`config.mk`:
```
export PLATFORM = sky130hd
export DESIGN_NAME = nyan_sprite_sequencer_flat
export DESIGN_NICKNAME = d
export VERILOG_FILES = /design/src/rtl/nyan_pkg.sv /design/src/rtl/nyan_sprite_sequencer_if.sv /design/src/rtl/nyan_anim_counter.sv /design/src/rtl/nyan_sprite_sequencer.sv /design/src/flat_wrapper.sv
export SDC_FILE = /design/constraint.sdc
export NUM_CORES = 1
export LEC_CHECK = 0
export BUFFER_PORTS_ARGS = -buffer_cell sky130_fd_sc_hd__buf_4
export CAP_MARGIN = 25
export CORE_ASPECT_RATIO = 2
export CORE_MARGIN = 2
export CORE_UTILIZATION = 53
export DETAILED_ROUTE_END_ITERATION = 6
export PLACE_DENSITY = 0.9
export SLEW_MARGIN = 5
export SYNTH_ARGS = -nofsm -noshare
export SYNTH_HDL_FRONTEND = slang
export SYNTH_SLANG_ARGS = --single-unit
```
`constraint.sdc`:
```
create_clock -name i_clk -period 4.7 [get_ports i_clk]
set_input_delay 0.235 -clock i_clk [delete_from_list [all_inputs] [get_ports i_clk]]
set_output_delay 0.235 -clock i_clk [all_outputs]
set_load 0.005 [all_outputs]
```
`src/rtl/nyan_pkg.sv`:
```
// Shared types and constants for the nyan sprite sequencer.
package nyan_pkg;

    localparam int unsigned RGB_W = 9;
    localparam int unsigned IDX_W = 4;

    typedef logic [RGB_W-1:0] rgb333_t;
    typedef logic [IDX_W-1:0] index_t;

    localparam rgb333_t BG_BLACK = '0;

    typedef enum logic {
        ANIM_RUN    = 1'b0,
        ANIM_PAUSED = 1'b1
    } anim_state_e;

    // Bit width needed to hold 0..n-1, never less than one bit.
    function automatic int unsigned width_of(input int unsigned n);
        return (n > 1) ? $clog2(n) : 1;
    endfunction

endpackage

```
`src/rtl/nyan_sprite_sequencer_if.sv`:
```
// Raster, sprite-ROM and palette connections of the sprite sequencer.
// master: raster/ROM/palette side; slave: the sequencer.
interface nyan_sprite_sequencer_if #(
    parameter int unsigned COL_W = 10,
    parameter int unsigned ROW_W = 10,
    parameter int unsigned AW    = 12,
    parameter int unsigned FW    = 3
);
    import nyan_pkg::*;

    logic [COL_W-1:0] i_col;
    logic [ROW_W-1:0] i_row;
    logic             i_active;
    logic             i_frame_start;
    logic             i_pause;
    logic [COL_W-1:0] i_pos_x;
    logic [ROW_W-1:0] i_pos_y;
    logic [AW-1:0]    o_rom_addr;
    index_t           i_rom_index;
    index_t           o_pal_index;
    rgb333_t          i_pal_color;
    rgb333_t          o_color;
    logic             o_active;
    logic [FW-1:0]    o_anim_frame;

    modport master (
        output i_col, i_row, i_active, i_frame_start, i_pause, i_pos_x, i_pos_y,
        output i_rom_index, i_pal_color,
        input  o_rom_addr, o_pal_index, o_color, o_active, o_anim_frame
    );

    modport slave (
        input  i_col, i_row, i_active, i_frame_start, i_pause, i_pos_x, i_pos_y,
        input  i_rom_index, i_pal_color,
        output o_rom_addr, o_pal_index, o_color, o_active, o_anim_frame
    );

endinterface

```
`src/rtl/nyan_anim_counter.sv`:
```
// Animation frame sequencer: RUN/PAUSED FSM stepping on vertical-blank ticks.
module nyan_anim_counter
    import nyan_pkg::*;
#(
    parameter int unsigned NUM_FRAMES = 6,
    parameter int unsigned FRAME_HOLD = 4,
    parameter int unsigned FW         = 3
) (
    input  logic          i_clk,
    input  logic          i_rst_n,
    input  logic          i_frame_start,
    input  logic          i_pause,
    output logic [FW-1:0] o_anim_frame
);

    localparam int unsigned HW = width_of(FRAME_HOLD);

    anim_state_e   state_q;
    logic [HW-1:0] hold_q;
    logic [FW-1:0] frame_q;

    // Pause and stepping are only looked at on frame_start, so the frame never changes mid-picture.
    always_ff @(posedge i_clk) begin
        if (!i_rst_n) begin
            state_q <= ANIM_RUN;
            hold_q  <= '0;
            frame_q <= '0;
        end else if (i_frame_start) begin
            case (state_q)
                ANIM_RUN: begin
                    if (i_pause) begin
                        state_q <= ANIM_PAUSED;
                    end else if (hold_q == HW'(FRAME_HOLD - 1)) begin
                        hold_q  <= '0;
                        frame_q <= (frame_q == FW'(NUM_FRAMES - 1)) ? '0 : frame_q + FW'(1);
                    end else begin
                        hold_q <= hold_q + HW'(1);
                    end
                end
                ANIM_PAUSED: begin
                    if (!i_pause) begin
                        state_q <= ANIM_RUN;
                    end
                end
                default: state_q <= ANIM_RUN;
            endcase
        end
    end

    assign o_anim_frame = frame_q;

endmodule

```
`src/rtl/nyan_sprite_sequencer.sv`:
```
// Scaled, animated 4-bit indexed sprite scan-out into an RGB333 pixel stream.
// Three-stage pipeline: window/address, ROM index, palette color.
// Optional build macro NYAN_TRANSPARENCY_EN: palette index 0 shows the background.
module nyan_sprite_sequencer
    import nyan_pkg::*;
#(
    parameter int unsigned SPR_W      = 32,
    parameter int unsigned SPR_H      = 20,
    parameter int unsigned SCALE_LOG2 = 2,
    parameter int unsigned NUM_FRAMES = 6,
    parameter int unsigned FRAME_HOLD = 4,
    parameter int unsigned COL_W      = 10,
    parameter int unsigned ROW_W      = 10,
    parameter rgb333_t     BG_COLOR   = BG_BLACK
) (
    input  logic                   i_clk,
    input  logic                   i_rst_n,
    nyan_sprite_sequencer_if.slave bus
);

    localparam int unsigned FRAME_PIX = SPR_W * SPR_H;
    localparam int unsigned AW        = width_of(NUM_FRAMES * FRAME_PIX);
    localparam int unsigned FW        = width_of(NUM_FRAMES);
    localparam int unsigned WIN_W     = SPR_W << SCALE_LOG2;
    localparam int unsigned WIN_H     = SPR_H << SCALE_LOG2;

    logic [COL_W-1:0] pos_x_q;
    logic [ROW_W-1:0] pos_y_q;
    logic [AW-1:0]    rom_addr_q;
    logic             in_win_q1;
    logic             in_win_q2;
    logic             active_q1;
    logic             active_q2;
    logic             active_q3;
    index_t           index_q;
    rgb333_t          color_q;
    rgb333_t          color_d;

    logic [COL_W:0]   dx_c;
    logic [ROW_W:0]   dy_c;
    logic             in_win_c;
    logic [AW-1:0]    addr_c;
    logic [FW-1:0]    anim;

    // Frame sequencer.
    nyan_anim_counter #(
        .NUM_FRAMES (NUM_FRAMES),
        .FRAME_HOLD (FRAME_HOLD),
        .FW         (FW)
    ) u_anim (
        .i_clk         (i_clk),
        .i_rst_n       (i_rst_n),
        .i_frame_start (bus.i_frame_start),
        .i_pause       (bus.i_pause),
        .o_anim_frame  (anim)
    );

    // Offsets carry an extra sign bit so a window hanging off the right/bottom edge never wraps.
    assign dx_c = {1'b0, bus.i_col} - {1'b0, pos_x_q};
    assign dy_c = {1'b0, bus.i_row} - {1'b0, pos_y_q};

    assign in_win_c = bus.i_active
                   && !dx_c[COL_W] && (dx_c[COL_W-1:0] < COL_W'(WIN_W))
                   && !dy_c[ROW_W] && (dy_c[ROW_W-1:0] < ROW_W'(WIN_H));

    assign addr_c = AW'(anim) * AW'(FRAME_PIX)
                  + AW'(dy_c[ROW_W-1:0] >> SCALE_LOG2) * AW'(SPR_W)
                  + AW'(dx_c[COL_W-1:0] >> SCALE_LOG2);

    // Final pixel select: blank outside active video, background outside the sprite.
    always_comb begin
        color_d = '0;
        if (active_q2) begin
            if (!in_win_q2) begin
                color_d = BG_COLOR;
            end
`ifdef NYAN_TRANSPARENCY_EN
            else if (index_q == '0) begin
                color_d = BG_COLOR;
            end
`endif
            else begin
                color_d = bus.i_pal_color;
            end
        end
    end

    // Position latch and the three pipeline stages; ROM data is consumed the cycle after its address.
    always_ff @(posedge i_clk) begin
        if (!i_rst_n) begin
            pos_x_q    <= '0;
            pos_y_q    <= '0;
            rom_addr_q <= '0;
            in_win_q1  <= 1'b0;
            in_win_q2  <= 1'b0;
            active_q1  <= 1'b0;
            active_q2  <= 1'b0;
            active_q3  <= 1'b0;
            index_q    <= '0;
            color_q    <= '0;
        end else begin
            if (bus.i_frame_start) begin
                pos_x_q <= bus.i_pos_x;
                pos_y_q <= bus.i_pos_y;
            end
            if (in_win_c) begin
                rom_addr_q <= addr_c;
            end
            in_win_q1 <= in_win_c;
            active_q1 <= bus.i_active;
            index_q   <= bus.i_rom_index;
            in_win_q2 <= in_win_q1;
            active_q2 <= active_q1;
            active_q3 <= active_q2;
            color_q   <= color_d;
        end
    end

    assign bus.o_rom_addr   = rom_addr_q;
    assign bus.o_pal_index  = index_q;
    assign bus.o_color      = color_q;
    assign bus.o_active     = active_q3;
    assign bus.o_anim_frame = anim;

endmodule
```
`src/flat_wrapper.sv`:
```
// flat-port wrapper written by rule: the top's interface ports become plain ports
module nyan_sprite_sequencer_flat import nyan_pkg::*;
#(
    parameter int unsigned SPR_W      = 32,
    parameter int unsigned SPR_H      = 20,
    parameter int unsigned SCALE_LOG2 = 2,
    parameter int unsigned NUM_FRAMES = 6,
    parameter int unsigned FRAME_HOLD = 4,
    parameter int unsigned COL_W      = 10,
    parameter int unsigned ROW_W      = 10,
    parameter rgb333_t     BG_COLOR   = BG_BLACK
)
  (i_clk, i_rst_n, bus_i_col, bus_i_row, bus_i_active, bus_i_frame_start, bus_i_pause, bus_i_pos_x, bus_i_pos_y, bus_i_rom_index, bus_i_pal_color, bus_o_rom_addr, bus_o_pal_index, bus_o_color, bus_o_active, bus_o_anim_frame);
  nyan_sprite_sequencer_if #(.COL_W(COL_W), .ROW_W(ROW_W)) bus_i ();
  input  logic i_clk;
  input  logic i_rst_n;
  input wire logic [$bits(bus_i.i_col)-1:0] bus_i_col;
  input wire logic [$bits(bus_i.i_row)-1:0] bus_i_row;
  input wire logic [$bits(bus_i.i_active)-1:0] bus_i_active;
  input wire logic [$bits(bus_i.i_frame_start)-1:0] bus_i_frame_start;
  input wire logic [$bits(bus_i.i_pause)-1:0] bus_i_pause;
  input wire logic [$bits(bus_i.i_pos_x)-1:0] bus_i_pos_x;
  input wire logic [$bits(bus_i.i_pos_y)-1:0] bus_i_pos_y;
  input wire logic [$bits(bus_i.i_rom_index)-1:0] bus_i_rom_index;
  input wire logic [$bits(bus_i.i_pal_color)-1:0] bus_i_pal_color;
  output wire logic [$bits(bus_i.o_rom_addr)-1:0] bus_o_rom_addr;
  output wire logic [$bits(bus_i.o_pal_index)-1:0] bus_o_pal_index;
  output wire logic [$bits(bus_i.o_color)-1:0] bus_o_color;
  output wire logic [$bits(bus_i.o_active)-1:0] bus_o_active;
  output wire logic [$bits(bus_i.o_anim_frame)-1:0] bus_o_anim_frame;
  assign bus_i.i_col = bus_i_col;
  assign bus_i.i_row = bus_i_row;
  assign bus_i.i_active = bus_i_active;
  assign bus_i.i_frame_start = bus_i_frame_start;
  assign bus_i.i_pause = bus_i_pause;
  assign bus_i.i_pos_x = bus_i_pos_x;
  assign bus_i.i_pos_y = bus_i_pos_y;
  assign bus_i.i_rom_index = bus_i_rom_index;
  assign bus_i.i_pal_color = bus_i_pal_color;
  assign bus_o_rom_addr = bus_i.o_rom_addr;
  assign bus_o_pal_index = bus_i.o_pal_index;
  assign bus_o_color = bus_i.o_color;
  assign bus_o_active = bus_i.o_active;
  assign bus_o_anim_frame = bus_i.o_anim_frame;
  nyan_sprite_sequencer #(.SPR_W(SPR_W), .SPR_H(SPR_H), .SCALE_LOG2(SCALE_LOG2), .NUM_FRAMES(NUM_FRAMES), .FRAME_HOLD(FRAME_HOLD), .COL_W(COL_W), .ROW_W(ROW_W), .BG_COLOR(BG_COLOR)) u_core (.i_clk(i_clk), .i_rst_n(i_rst_n), .bus(bus_i));
endmodule
```
* Word-level counts from Yosys, hierarchy flattened *
Cells that the tools add are included.

cells by class
  $add $sub $neg = 6
  multiply operators = 1
  div/mod/pow operators = 0
  $lt $le $gt $ge = 2
  eq/ne operators = 2
  shift-type cells = 0
  mux-type cells = 3
  bitwise operators = 2
  reduce and logical (&&, ||, !) cells = 9

operator list
  kind                                                         count
  subtractor 10 x 10 -> 11 bit                                 2
  adder 12 bit                                                 1
  adder 12 x 8 -> 12 bit                                       1
  less-than comparator 10 x 7 -> 1 bit, second input constant  1
  less-than comparator 10 x 8 -> 1 bit, second input constant  1
  AND reduction 3 bit                                          2
  multiplier 3 x 3 -> 5 bit, second input constant             1
  logical AND 1 bit                                            4
  AND reduction 4 bit                                          1
  adder 3 x 1 -> 3 bit, second input constant                  1
  == test 3 bit, second input constant                         1
  two-way mux 3 bit                                            1
  adder 2 x 1 -> 2 bit, second input constant                  1
  == test 2 bit, second input constant                         1
  logical NOT 1 bit                                            2
  two-way mux 2 bit                                            1
  inverter 1 bit                                               2
  two-way mux 1 bit                                            1

word-level totals
  register bits after elaboration = 56
  bits in latches = 0
  RAM bits = 0
  memory bits (read-only) = 0
  input bits = 58
  output and inout port bits = 29
  memories kept = 0

* Logic depth before layout (Yosys ltp) *
  word-level depth = 6
  mapped depth = 18
  gate-level depth less buffers = 18

* Modules after synthesis *
A second synthesis with hierarchy kept.

unflattened totals
  cells, all modules = 343
  area, all modules = 3273.1 µm²

by module, submodules not included
  module                 instances  cells an instance  area each (µm²)
  nyan_sprite_sequencer  1          317                2999.1
  nyan_anim_counter      1          26                 274.0

* Worst setup path before layout *
OpenSTA, ideal clock, no wires.

  path type = reg2reg
  from = reg u_core.pos_x_q[2]
  to = reg u_core.rom_addr_q[11] (netlist: u_core.bus.o_rom_addr[11])
  library setup time = 0.072 ns
  arrival time = 3.422 ns
  required time = 4.628 ns
  path slack = 1.206 ns
  stages on the path, launching flop included = 17
  path buffers = 0
  clock period less this slack = 3.494 ns
  cell sequence = dfxtp_1 > inv_1 > ha_1 > a21o_1 > a31o_2 > a21o_1 > a31oi_1 > xnor2_1 > fa_1 > ha_1 > a211oi_1 > o21bai_1 > a21oi_1 > xnor2_1 > xnor2_1 > nand2_1 > mux2i_1

between the ends
  word-level cells in the longest chain between the ends = 6

RTL lines
  item                                                                          line                          RTL
  start, declared                                                               nyan_sprite_sequencer.sv:27   logic [COL_W-1:0] pos_x_q;
  start signal, assigned                                                        nyan_sprite_sequencer.sv:103  pos_x_q <= bus.i_pos_x;
  subtractor 10 x 10 -> 11 bit (*)                                              nyan_sprite_sequencer.sv:59   assign dx_c = {1'b0, bus.i_col} - {1'b0, pos_x_q};
  branches (longest 5 deep; another with less-than comparator 10 x 8 -> 1 bit)  --
  end signal, assigned                                                          nyan_sprite_sequencer.sv:107  rom_addr_q <= addr_c;
  end, declared                                                                 nyan_sprite_sequencer.sv:29   logic [AW-1:0] rom_addr_q;

Mark *: on every way between the ends.
A chain may end at the register's enable or synchronous reset.

* Worst setup path in the final report *
Ends and elaborated chain as after synthesis.

==> run_results.csv <==
group,metric,value,unit
setup_path,critPathRequiredTime,4910,ps
cts,clk_latency,290,ps
timing,timing_hold_violations_final,0,
floorplan,die_h,114,um
logic_synthesis,yosysTopAreaCellShare,0.347,
pwr,irDropWorstVdd,0.313,mV
logic_synthesis,synth-seq-cells,56,
pwr,p_total,1.29,mW
global_route,grt_pass1_wl,11700,um
timing,max_freq,249,MHz
timing,finClkSkew,3.91,ps
setup_path,reg2reg_from,"u_core.pos_x_q[2]",
timing,min_period_over_period,0.854,
final_layout,utilization,0.686,
floorplan,dieArea,0.00677,sq mm
drt,dr.first_iter.drc_count,57,
timing,slew_violations,0,
logic_synthesis,ys_types,47,
placed_design,place_ws,806,ps
floorplan,initial_core_util,0.542,
cts,htree_levels,2,
setup_path,crit_start,"u_core.pos_x_q[2]",
drt,routed_wl,7210,um
timing,tightest_slew,588,ps
drt,drc,0,
logic_synthesis,synth-xor-area-share,0.0597,
floorplan,rows,40,
timing,fin_ws,686,ps
logic_synthesis,synthAdderAreaFrac,0.133,
drt,drt-pass1-iter-count,4,
logic_synthesis,syn_nets,430,
global_route,grt_usage,0.223,
global_route,grt_overflow,0,
pwr,combPwrFrac,0.272,
final_layout,final_nets,511,
timing,holdWs,144,ps
final_layout,antenna_cells,0,
flow_run,cap_violations,0,
logic_synthesis,async_flop_share,0,
worst_hold_path,min_path_type,"in2reg",
logic_synthesis,synth_edf_count,0,
pwr,power_switching,352,uW
cts,cts_hold_buf,0,
logic_synthesis,syn_inst,339,
placed_design,port_buffers,86,
setup_path,cp.arrival,4230,ps
cts,cts_resized,0,
timing,fin_crit,4010,ps
cts,root_buffer,"clkbuf_16",
drt,viasPerCell,5.47,
drt,drtAntennaViolNets,0,
logic_synthesis,ys_seq_area_frac,0.347,
timing,rsz0062_at_grt,"no",
floorplan,die-width,59.2,um
cts,path_clk_slew,70,ps
floorplan,coreArea,0.00596,sq mm
setup_path,startpoint_type,"flop",
logic_synthesis,ys_warn_count,0,
pwr,clkPwrFrac,0.343,
logic_synthesis,synth_area,0.00323,sq mm
setup_path,criticalPathCategory,"reg2reg",
timing,tns,0,ps
logic_synthesis,synth_compound_area_frac,0.118,
timing,finalSetupViolations,0,
cts,cts_sinks,56,
cts,cts.path.max_buffers,2,
outcome,outcome,"finished, final reports clean",
logic_synthesis,synthSimpleGateAreaFrac,0.186,
global_route,grt_max_degree,61,
worst_hold_path,min_from,"bus_i_pal_color[3]",
timing,max_slew_margin,0.607,
pwr,powerDensity,316,mW/mm^2
cts,post-cts-setup-buffers,0,
setup_path,cp-end-kind,"flop",
final_layout,nFillCells,486,
logic_synthesis,synthFlopType,"dfxtp_1",
setup_path,crit_fanout,3,
global_route,grt_pass1_vias,2832,
floorplan,ios,87,
logic_synthesis,synth_area_per_cell,9.52,sq um
placed_design,place.gp.congestion,0.797,
cts,cts_tree,"done",
logic_synthesis,synth_top_family_by_area,"simple AND/OR/NAND/NOR gates",
final_layout,area_delta_synth_final,26.6,%
final_layout,drive_gt1_frac,0.249,
logic_synthesis,ys_top_cells_by_area,"dfxtp_1 (35%), ha_1 (12%), mux2i_1 (11%)",
drt,wire_per_inst,14.9,um
cts,cts_buffers,5,
logic_synthesis,synth.area.mux_share,0.112,
pwr,p_leak,1.87,nW
pwr,seq_power_share,0.385,
placed_design,dp_hpwl,5580,um
drt,vias,2647,
global_route,antenna_found_initial,0,
pwr,switching_share,0.272,
logic_synthesis,yosys.area.top_type,"dfxtp_1",
pwr,power.internal,939,uW
==> power by group through the flow <==
stage / clock (mW) / sequential (mW) / combinational, mW
after floorplan: 0 / 0.506 / 0.246
after global placement: 0 / 0.507 / 0.330
after detailed placement: 0 / 0.508 / 0.348
after CTS: 0.451 / 0.497 / 0.352
after global routing: 0.466 / 0.499 / 0.390
final: 0.443 / 0.497 / 0.351
==> placed cells by master, fill, tap and decap left out, types with 2 or more instances in the layout <==
cell type | Yosys | routed
a21o_1 | 7 | 7
a21oi_1 | 14 | 14
a31o_2 | 3 | 3
a31oi_1 | 2 | 2
and2_1 | 19 | 19
and3_1 | 2 | 2
buf_4 | 0 | 86
clkbuf_16 | 0 | 5
clkbuf_8 | 0 | 2
dfxtp_1 | 56 | 56
fa_1 | 2 | 2
ha_1 | 31 | 31
inv_1 | 23 | 23
mux2i_1 | 36 | 36
nand2_1 | 31 | 31
nand2b_1 | 3 | 3
nand3_1 | 2 | 2
nor2_1 | 8 | 8
nor2b_1 | 27 | 27
nor3_1 | 4 | 4
nor3b_1 | 2 | 2
nor4_4 | 2 | 2
o2111ai_1 | 2 | 2
o211ai_1 | 2 | 2
o21a_1 | 2 | 2
o21ai_0 | 4 | 4
o21bai_1 | 2 | 2
o31ai_1 | 2 | 2
xnor2_1 | 13 | 13
xor2_1 | 9 | 9
==> stage by stage <==
step,cells,instance area (sq um)
global placement,475,3890
CTS,483,4080
floorplan,339,3230
finish,484,4090
global route,484,4090
detailed placement,475,3890
==> worst max-delay path, cell delays in order (launching register included) <==
cell and delay (ps):
dfxtp_1 330, inv_1 40, ha_1 320, a21o_1 200
a31o_2 240, a21o_1 210, a31oi_1 370, xnor2_1 190
fa_1 480, ha_1 350, a211oi_1 330, o21bai_1 120
a21oi_1 200, xnor2_1 160, xnor2_1 140, nand2_1 60
mux2i_1 180
==> state kept, by name, summed over array words and instances, names as in the netlist <==
signal,flops
u_core.u_anim.state_q,1
u_core.bus.o_color,9
u_core.bus.o_pal_index,4
u_core.active_q1,1
u_core.bus.o_active,1
u_core.pos_y_q,10
u_core.u_anim.o_anim_frame,3
u_core.in_win_q1,1
u_core.in_win_q2,1
u_core.bus.o_rom_addr,12
u_core.u_anim.hold_q,2
u_core.active_q2,1
u_core.pos_x_q,10
==> logic make-up after synthesis <==
| group | after synthesis |
|---|---|
| flip-flops | 56 |
| multiplexers | 36 |
| AO/OA/AOI/OAI | 50 |
| XOR/XNOR | 22 |
| adder cells (fa/ha/maj) | 33 |
| AND/OR/NAND/NOR | 106 |
| buffers and inverters | 36 |
==> final timing paths <==
check / to / slack, ps / depth (start not counted)
max: u_core.bus.o_rom_addr[11] / 690 / 16
min: u_core.bus.o_color[3] / 140 / 2
max reg2reg: u_core.bus.o_rom_addr[11] / 690 / 16
min reg2reg: u_core.active_q2 / 440 / 1
==> synthesized netlist by cell type, types with 3 or more instances <==
cell type	instances
a21o_1	7
a21oi_1	14
a31o_2	3
and2_1	19
clkbuf_1	8
dfxtp_1	56
ha_1	31
inv_1	23
mux2i_1	36
nand2_1	31
nand2b_1	3
nor2_1	8
nor2b_1	27
nor3_1	4
o21ai_0	4
xnor2_1	13
xor2_1	9
==> final cells by class <==
class | instances | area [sq um] | area share
clock buffer | 7 | 153 | 0.0373
clock inverter | 1 | 30.0 | 0.00735
inverter | 23 | 86.3 | 0.0211
multi-input combinational | 247 | 1960 | 0.480
sequential | 56 | 1120 | 0.274
tap | 63 | 78.8 | 0.0193
timing repair buffer | 87 | 657 | 0.161
==> metal layers <==
layer,global-route usage,vias to the layer above,wire length (um)
li1,-,1318,-
met1,0.210,1205,2470
met2,0.412,93,3970
met3,0.0486,31,364
met4,0.136,0,406
met5,0,-,0
Power figures use the tool's default switching activity.
